===== config.mk =====
export PLATFORM = sky130hd
export DESIGN_NAME = nic_fifo
export DESIGN_NICKNAME = d
export VERILOG_FILES = /design/src/rtl/nic_pkg.sv /design/src/rtl/nic_sync_fifo.sv /design/src/rtl/nic_fifo.sv
export SDC_FILE = /design/constraint.sdc
export NUM_CORES = 1
export LEC_CHECK = 0
export BUFFER_PORTS_ARGS = -buffer_cell sky130_fd_sc_hd__buf_2
export CAP_MARGIN = 15
export CORE_MARGIN = 8
export CORE_UTILIZATION = 44
export CTS_BUF_LIST = sky130_fd_sc_hd__clkbuf_8 sky130_fd_sc_hd__clkbuf_16
export CTS_CLUSTER_DIAMETER = 200
export CTS_CLUSTER_SIZE = 8
export DETAILED_ROUTE_END_ITERATION = 10
export HOLD_SLACK_MARGIN = 0.06
export PLACE_DENSITY = 0.7
export SLEW_MARGIN = 5
export SYNTH_ARGS = -nofsm -noshare
export SYNTH_HDL_FRONTEND = slang
export SYNTH_SLANG_ARGS = --single-unit

===== constraint.sdc =====
create_clock -name clk -period 16.09 [get_ports clk]
set_input_delay 0 -clock clk [delete_from_list [all_inputs] [get_ports clk]]
set_output_delay 0 -clock clk [all_outputs]
set_load 0.03 [all_outputs]

===== src/rtl/nic_pkg.sv =====
// NIC shared definitions: register map and status word layout.
package nic_pkg;

  typedef enum logic [1:0] {
    ADDR_IN_BUF     = 2'b00,
    ADDR_IN_STATUS  = 2'b01,
    ADDR_OUT_BUF    = 2'b10,
    ADDR_OUT_STATUS = 2'b11
  } nic_addr_e;

  // Status word: flag in LSB, occupancy above it, overflow above that.
  localparam int ST_FLAG_BIT = 0;
  localparam int ST_CNT_LSB  = 1;

  function automatic int st_ovf_bit(input int cnt_w);
    return ST_CNT_LSB + cnt_w;
  endfunction

endpackage


===== src/rtl/nic_sync_fifo.sv =====
// Synchronous FIFO with occupancy count; pop frees a slot for a same-cycle push.
module nic_sync_fifo
  import nic_pkg::*;
#(
  parameter int DATA_W = 64,
  parameter int DEPTH  = 4,
  parameter int CNT_W  = $clog2(DEPTH) + 1
) (
  input  logic              clk,
  input  logic              reset,
  input  logic              push_i,
  input  logic              pop_i,
  input  logic [DATA_W-1:0] din_i,
  output logic              full_o,
  output logic              empty_o,
  output logic [CNT_W-1:0]  count_o,
  output logic [DATA_W-1:0] head_o
);

  localparam int PTR_W = $clog2(DEPTH);

  logic [DATA_W-1:0] mem_q [DEPTH];
  logic [PTR_W-1:0]  rd_q, rd_d;
  logic [PTR_W-1:0]  wr_q, wr_d;
  logic [CNT_W-1:0]  cnt_q, cnt_d;
  logic              do_push, do_pop;

  assign full_o  = (cnt_q == CNT_W'(DEPTH));
  assign empty_o = (cnt_q == '0);
  assign count_o = cnt_q;
  assign head_o  = empty_o ? '0 : mem_q[rd_q];
  assign do_pop  = pop_i && !empty_o;
  assign do_push = push_i && (!full_o || do_pop);

  always_comb begin
    rd_d  = rd_q;
    wr_d  = wr_q;
    cnt_d = cnt_q;
    if (do_pop)  rd_d = rd_q + PTR_W'(1);
    if (do_push) wr_d = wr_q + PTR_W'(1);
    unique case ({do_push, do_pop})
      2'b10:   cnt_d = cnt_q + CNT_W'(1);
      2'b01:   cnt_d = cnt_q - CNT_W'(1);
      default: cnt_d = cnt_q;
    endcase
  end

  always_ff @(posedge clk) begin
    if (reset) begin
      rd_q  <= '0;
      wr_q  <= '0;
      cnt_q <= '0;
    end else begin
      rd_q  <= rd_d;
      wr_q  <= wr_d;
      cnt_q <= cnt_d;
    end
  end

  always_ff @(posedge clk) begin
    if (!reset && do_push) mem_q[wr_q] <= din_i;
  end

endmodule


===== src/rtl/nic_fifo.sv =====
// Network interface: processor-mapped input/output FIFOs to a VC-phased router.
module nic_fifo
  import nic_pkg::*;
#(
  parameter int DATA_W = 64,
  parameter int DEPTH  = 4,
  parameter int CNT_W  = $clog2(DEPTH) + 1
) (
  input  logic              clk,
  input  logic              reset,
  input  logic [1:0]        addr,
  input  logic [DATA_W-1:0] d_in,
  input  logic              nicEn,
  input  logic              nicWrEn,
  output logic [DATA_W-1:0] d_out,
  output logic              net_so,
  input  logic              net_ro,
  output logic [DATA_W-1:0] net_do,
  input  logic              net_polarity,
  input  logic              net_si,
  output logic              net_ri,
  input  logic [DATA_W-1:0] net_di
);

  localparam int OVF_BIT = st_ovf_bit(CNT_W);

  logic              in_full, in_empty, out_full, out_empty;
  logic [CNT_W-1:0]  in_cnt, out_cnt;
  logic [DATA_W-1:0] in_head, out_head;
  logic [DATA_W-1:0] in_stat, out_stat;
  logic [DATA_W-1:0] d_out_q, d_out_d;
  logic              ovf_q, ovf_d;
  logic              rd_en, wr_en, in_pop, out_push;
  nic_addr_e         sel;

  assign sel      = nic_addr_e'(addr);
  assign rd_en    = nicEn && !nicWrEn;
  assign wr_en    = nicEn && nicWrEn;
  assign in_pop   = rd_en && (sel == ADDR_IN_BUF);
  assign out_push = wr_en && (sel == ADDR_OUT_BUF);

  // The MSB of a network word is its VC; send only in the matching phase.
  assign net_so = !out_empty && net_ro &&
                  (out_head[DATA_W-1] == ~net_polarity);
  assign net_do = out_head;
  assign net_ri = !in_full;
  assign d_out  = d_out_q;

  nic_sync_fifo #(.DATA_W(DATA_W), .DEPTH(DEPTH), .CNT_W(CNT_W)) u_in (
    .clk     (clk),
    .reset   (reset),
    .push_i  (net_si && net_ri),
    .pop_i   (in_pop),
    .din_i   (net_di),
    .full_o  (in_full),
    .empty_o (in_empty),
    .count_o (in_cnt),
    .head_o  (in_head)
  );

  nic_sync_fifo #(.DATA_W(DATA_W), .DEPTH(DEPTH), .CNT_W(CNT_W)) u_out (
    .clk     (clk),
    .reset   (reset),
    .push_i  (out_push),
    .pop_i   (net_so),
    .din_i   (d_in),
    .full_o  (out_full),
    .empty_o (out_empty),
    .count_o (out_cnt),
    .head_o  (out_head)
  );

  always_comb begin
    in_stat  = '0;
    out_stat = '0;
    in_stat[ST_FLAG_BIT]          = !in_empty;
    in_stat[ST_CNT_LSB +: CNT_W]  = in_cnt;
    out_stat[ST_FLAG_BIT]         = out_full;
    out_stat[ST_CNT_LSB +: CNT_W] = out_cnt;
    out_stat[OVF_BIT]             = ovf_q;
  end

  always_comb begin
    ovf_d = ovf_q;
    if (wr_en && (sel == ADDR_OUT_STATUS)) ovf_d = 1'b0;
    if (out_push && out_full && !net_so)   ovf_d = 1'b1;
  end

  always_comb begin
    d_out_d = d_out_q;
    if (!nicEn) begin
      d_out_d = '0;
    end else if (!nicWrEn) begin
      unique case (sel)
        ADDR_IN_BUF:     d_out_d = in_head;
        ADDR_IN_STATUS:  d_out_d = in_stat;
        ADDR_OUT_BUF:    d_out_d = '0;
        ADDR_OUT_STATUS: d_out_d = out_stat;
        default:         d_out_d = '0;
      endcase
    end
  end

  always_ff @(posedge clk) begin
    if (reset) begin
      d_out_q <= '0;
      ovf_q   <= 1'b0;
    end else begin
      d_out_q <= d_out_d;
      ovf_q   <= ovf_d;
    end
  end

endmodule


==> results.txt <==
The detail-routed net length per standard cell is 21.6 um. The via count of the first global-routing pass is 12700. The initial antenna violation count is 3.

The leading cell type in the layout, fill and taps excluded is sky130_fd_sc_hd__edfxtp_1. The power per cell area came out at 124 mW/mm^2. IR analysis of the VDD net gives a maximum drop of 0.0900 mV. The data arrival time of the critical path came out at 3.77 ns. The total detailed-routing wirelength is 48800 um. The count of clock tree sinks came out at 595. The synthesized design contains 595 register bits. Counting both buffers and inverters, the worst setup path holds a total of 2.

The tree is rooted in a sky130_fd_sc_hd__clkbuf_16. STA puts the critical path data required time at 16.30 ns. The classification of the worst-slack hold path is input port to flop.

The number of instances on the worst hold path is 2. The detailed-route DRC error count came out at 0. The warning count from the yosys run came out at 0.

The global-route wire length before repair is 73600 um. The CTS tree is yes. The area taken by flip-flops and latches is 0.0170 mm^2.

The average footprint of a synthesized cell came out at 20.4 um^2. The run finished with clean final reports. The fill cell total of the finished layout came out at 3735. The synthesized net count is 1229. The area taken by multi-input logic gates came out at 0.00475 mm^2.

On the critical path the largest part of the delay comes from buffers and inverters. Post-CTS timing repair inserted 0 buffers for setup. The worst hold path terminates at u_in.mem_q[1][34]. The biggest fanout along the worst timing path is 64. The clock latency reported for the late side of the worst-skew pair came out at 0.61 ns. The worst-case clock skew came out at 0.0215 ns.

The library cells used most frequently in the layout, excluding fill and tap cells, are sky130_fd_sc_hd__edfxtp_1, sky130_fd_sc_hd__buf_2, sky130_fd_sc_hd__dlygate4sd3_1, sky130_fd_sc_hd__mux4_2, sky130_fd_sc_hd__clkbuf_16. The detailed router placed 11700 vias in this run. The portion of the post-synthesis area used by sequential elements is 77.3%.

In this run the register-to-register setup slack is 12.53 ns. The share of the cycle needed by the critical path after routing is 22.1%. The number of max-slew violations in the final report is 0. The maximum cell stage delay along the critical path came out at 0.77 ns. The number of setup violations in the final report is 0. The number of buffers added on ports is 266. The placeable core region is 0.0498 mm^2. Setup total negative slack on the finished layout was measured at 0 ns. At the end of routability-driven placement, the weighted congestion stood at 0.710. STA classifies the critical path endpoint as a flop.

The largest net degree at the start of global routing came out at 68. Walking the worst path, the cells encountered are mux4_2 > xnor2_2 > nor3b_4 > o21a_4 > inv_2 > nor3b_2 > buf_4. The die outline height came out at 240 um. The starting density of the core came out at 44.3%. The worst setup path is launched from a flop.

The startpoint-to-endpoint class of the critical path is flop to flop. The number of DRC markers after the initial detailed-route iteration came out at 796. The maximum clock path buffer count is 3.

The die covers 0.0575 mm^2. The number of nets at the end of the flow is 1674. The worst relative slew slack came out at 26.8%. The total grt overflow came out at 0. The number of hold violations in the final report was 0. CTS built an H-tree with a depth of 3. The static power due to leakage came out at 9.74 nW. Setup repair after global routing left no endpoint under its margin. Relative to the synthesized area, the layout overhead comes to 27.0%. The floorplan has 82 rows.

The first-pass detailed-route iteration total is 4. The startpoint identified for the worst hold timing path is net_di[34]. In this run the count of I/O pins placed on the die edge is 267.

The share of final-layout standard cells stronger than drive strength 1 is 32.8%. From left edge to right edge, the die measures 240 um. The mapped netlist covers 0.0220 mm^2.

The overall routing resource usage came out at 16.8%. Detailed placement finished with a half-perimeter wire length of 26400 um. The number of buffers inserted during clock tree synthesis is 84. Synthesis produced 1080 cells. The number of max-cap violations is 0. At the end of the flow the core is filled with cells to 56.2%. The clock period could shrink to 3.56 ns. The worst register-to-register path ends at u_out.mem_q[1][18]. The detail route stage leaves a number of antenna-violating nets equal to 0. Clock-pin slew was measured on the worst setup and hold paths at 0.05 ns. The number of different library cells used by synthesis comes to 41.

The count of cells along the worst register-to-register path is 7. For the pin with the worst max-slew slack, the measured transition is 1.10 ns. The fmax came out at 281 MHz. Dividing the detail-routed via count by the number of cells gives 5.20. The slowest stage of the critical path belongs to the cell sky130_fd_sc_hd__dfxtp_4.
## what timing repair did
item,CTS,global route
gates resized for setup,0,0
hold endpoints to repair,537,0
hold buffers,140,0
## flip-flops by register name, indices dropped and copies added, names as in the netlist, 3 cells and up, named ones only
signal,count
d_out,64
u_in.count_o,3
u_in.mem_q,256
u_out.count_o,3
u_out.mem_q,256
## metrics by stage
stage	power [mW]	std cells	hold WS (ns)	worst slack, ns	cell area [um^2]
floorplan	1.82	1080	0.0989	9.18	22000
global placement	1.87	1971	0.209	12.47	24100
detailed placement	1.88	1971	0.215	12.44	24100
CTS	3.50	2258	0.0825	12.45	28000
global route	3.58	2258	0.112	12.28	28000
finish	3.46	2260	0.145	12.53	28000
## cell type report
| class | instances | share of cell area, % |
|---|---|---|
| Antenna cell | 2 | 0.0179 |
| Timing Repair Buffer | 419 | 10.1 |
| Sequential cell | 595 | 61.0 |
| Inverter | 11 | 0.148 |
| Clock buffer | 85 | 7.60 |
| Multi-Input combinational cell | 414 | 17.0 |
| Tap cell | 672 | 3.01 |
| Clock inverter | 62 | 1.18 |
## report_power, final
| group | switching, mW | internal, mW |
|---|---|---|
| clock network | 0.634 | 0.950 |
| registers | 0.00946 | 1.70 |
| logic | 0.0933 | 0.0710 |
## worst max-delay path by stage
stage / endpoint / slack, ns / cells after the start
global route: u_out.mem_q[1][18] / 12.28 / 7
CTS: u_out.mem_q[1][17] / 12.45 / 7
finish: u_out.mem_q[1][18] / 12.53 / 7
detailed placement: u_out.mem_q[1][13] / 12.44 / 7
floorplan: u_out.mem_q[0][0] / 9.18 / 7
global placement: u_out.mem_q[1][6] / 12.47 / 7
## routing by layer
metal,global-route usage [%],routed length [um],vias to the layer above
met3,5.33,4350,76
met2,27.7,23900,448
met1,21.0,19500,5995
met5,0,24,-
li1,-,-,5225
met4,5.81,960,4
## synth_stat cells (all sizes together)
cell    instances  area share, %
a22oi          59            2.0
nand4b          1          0.040
fa              2           0.18
mux2i           1          0.045
nor4            1          0.028
a32oi           1          0.040
nand3           4          0.091
nor2b          68            1.9
inv            11           0.19
o21a            2           0.10
edfxtp        512             70
nand2b          4           0.11
nand2           7           0.12
buf            17           0.40
ha             10           0.57
mux4          128             13
nor3b           6           0.26
xor2            5           0.20
a41oi           1          0.040
dfxtp          83            7.5
or3             2          0.057
nor3            7           0.16
and2            4           0.11
xnor2           5           0.23
a221oi          3           0.12
clkbuf         43           0.74
nor2           77            1.3
a21oi           6           0.14
and3b           1          0.040
o21ai           5           0.11
and4bb          1          0.057
mux2            2           0.12
o32ai           1          0.040
## cell families (layout without fill, tap and decap cells)
kind of cell | after synthesis | in the layout | share of synthesized area (%)
flops | 595 | 595 | 77.3
simple gates | 183 | 183 | 4.32
mux | 131 | 131 | 13.2
compound gates | 78 | 78 | 2.60
buf+inv | 71 | 577 | 1.33
fa+ha+maj | 12 | 12 | 0.750
xor+xnor | 10 | 10 | 0.432
other cells | 0 | 2 | 0
No activity file was read; power rests on OpenSTA's default activity.
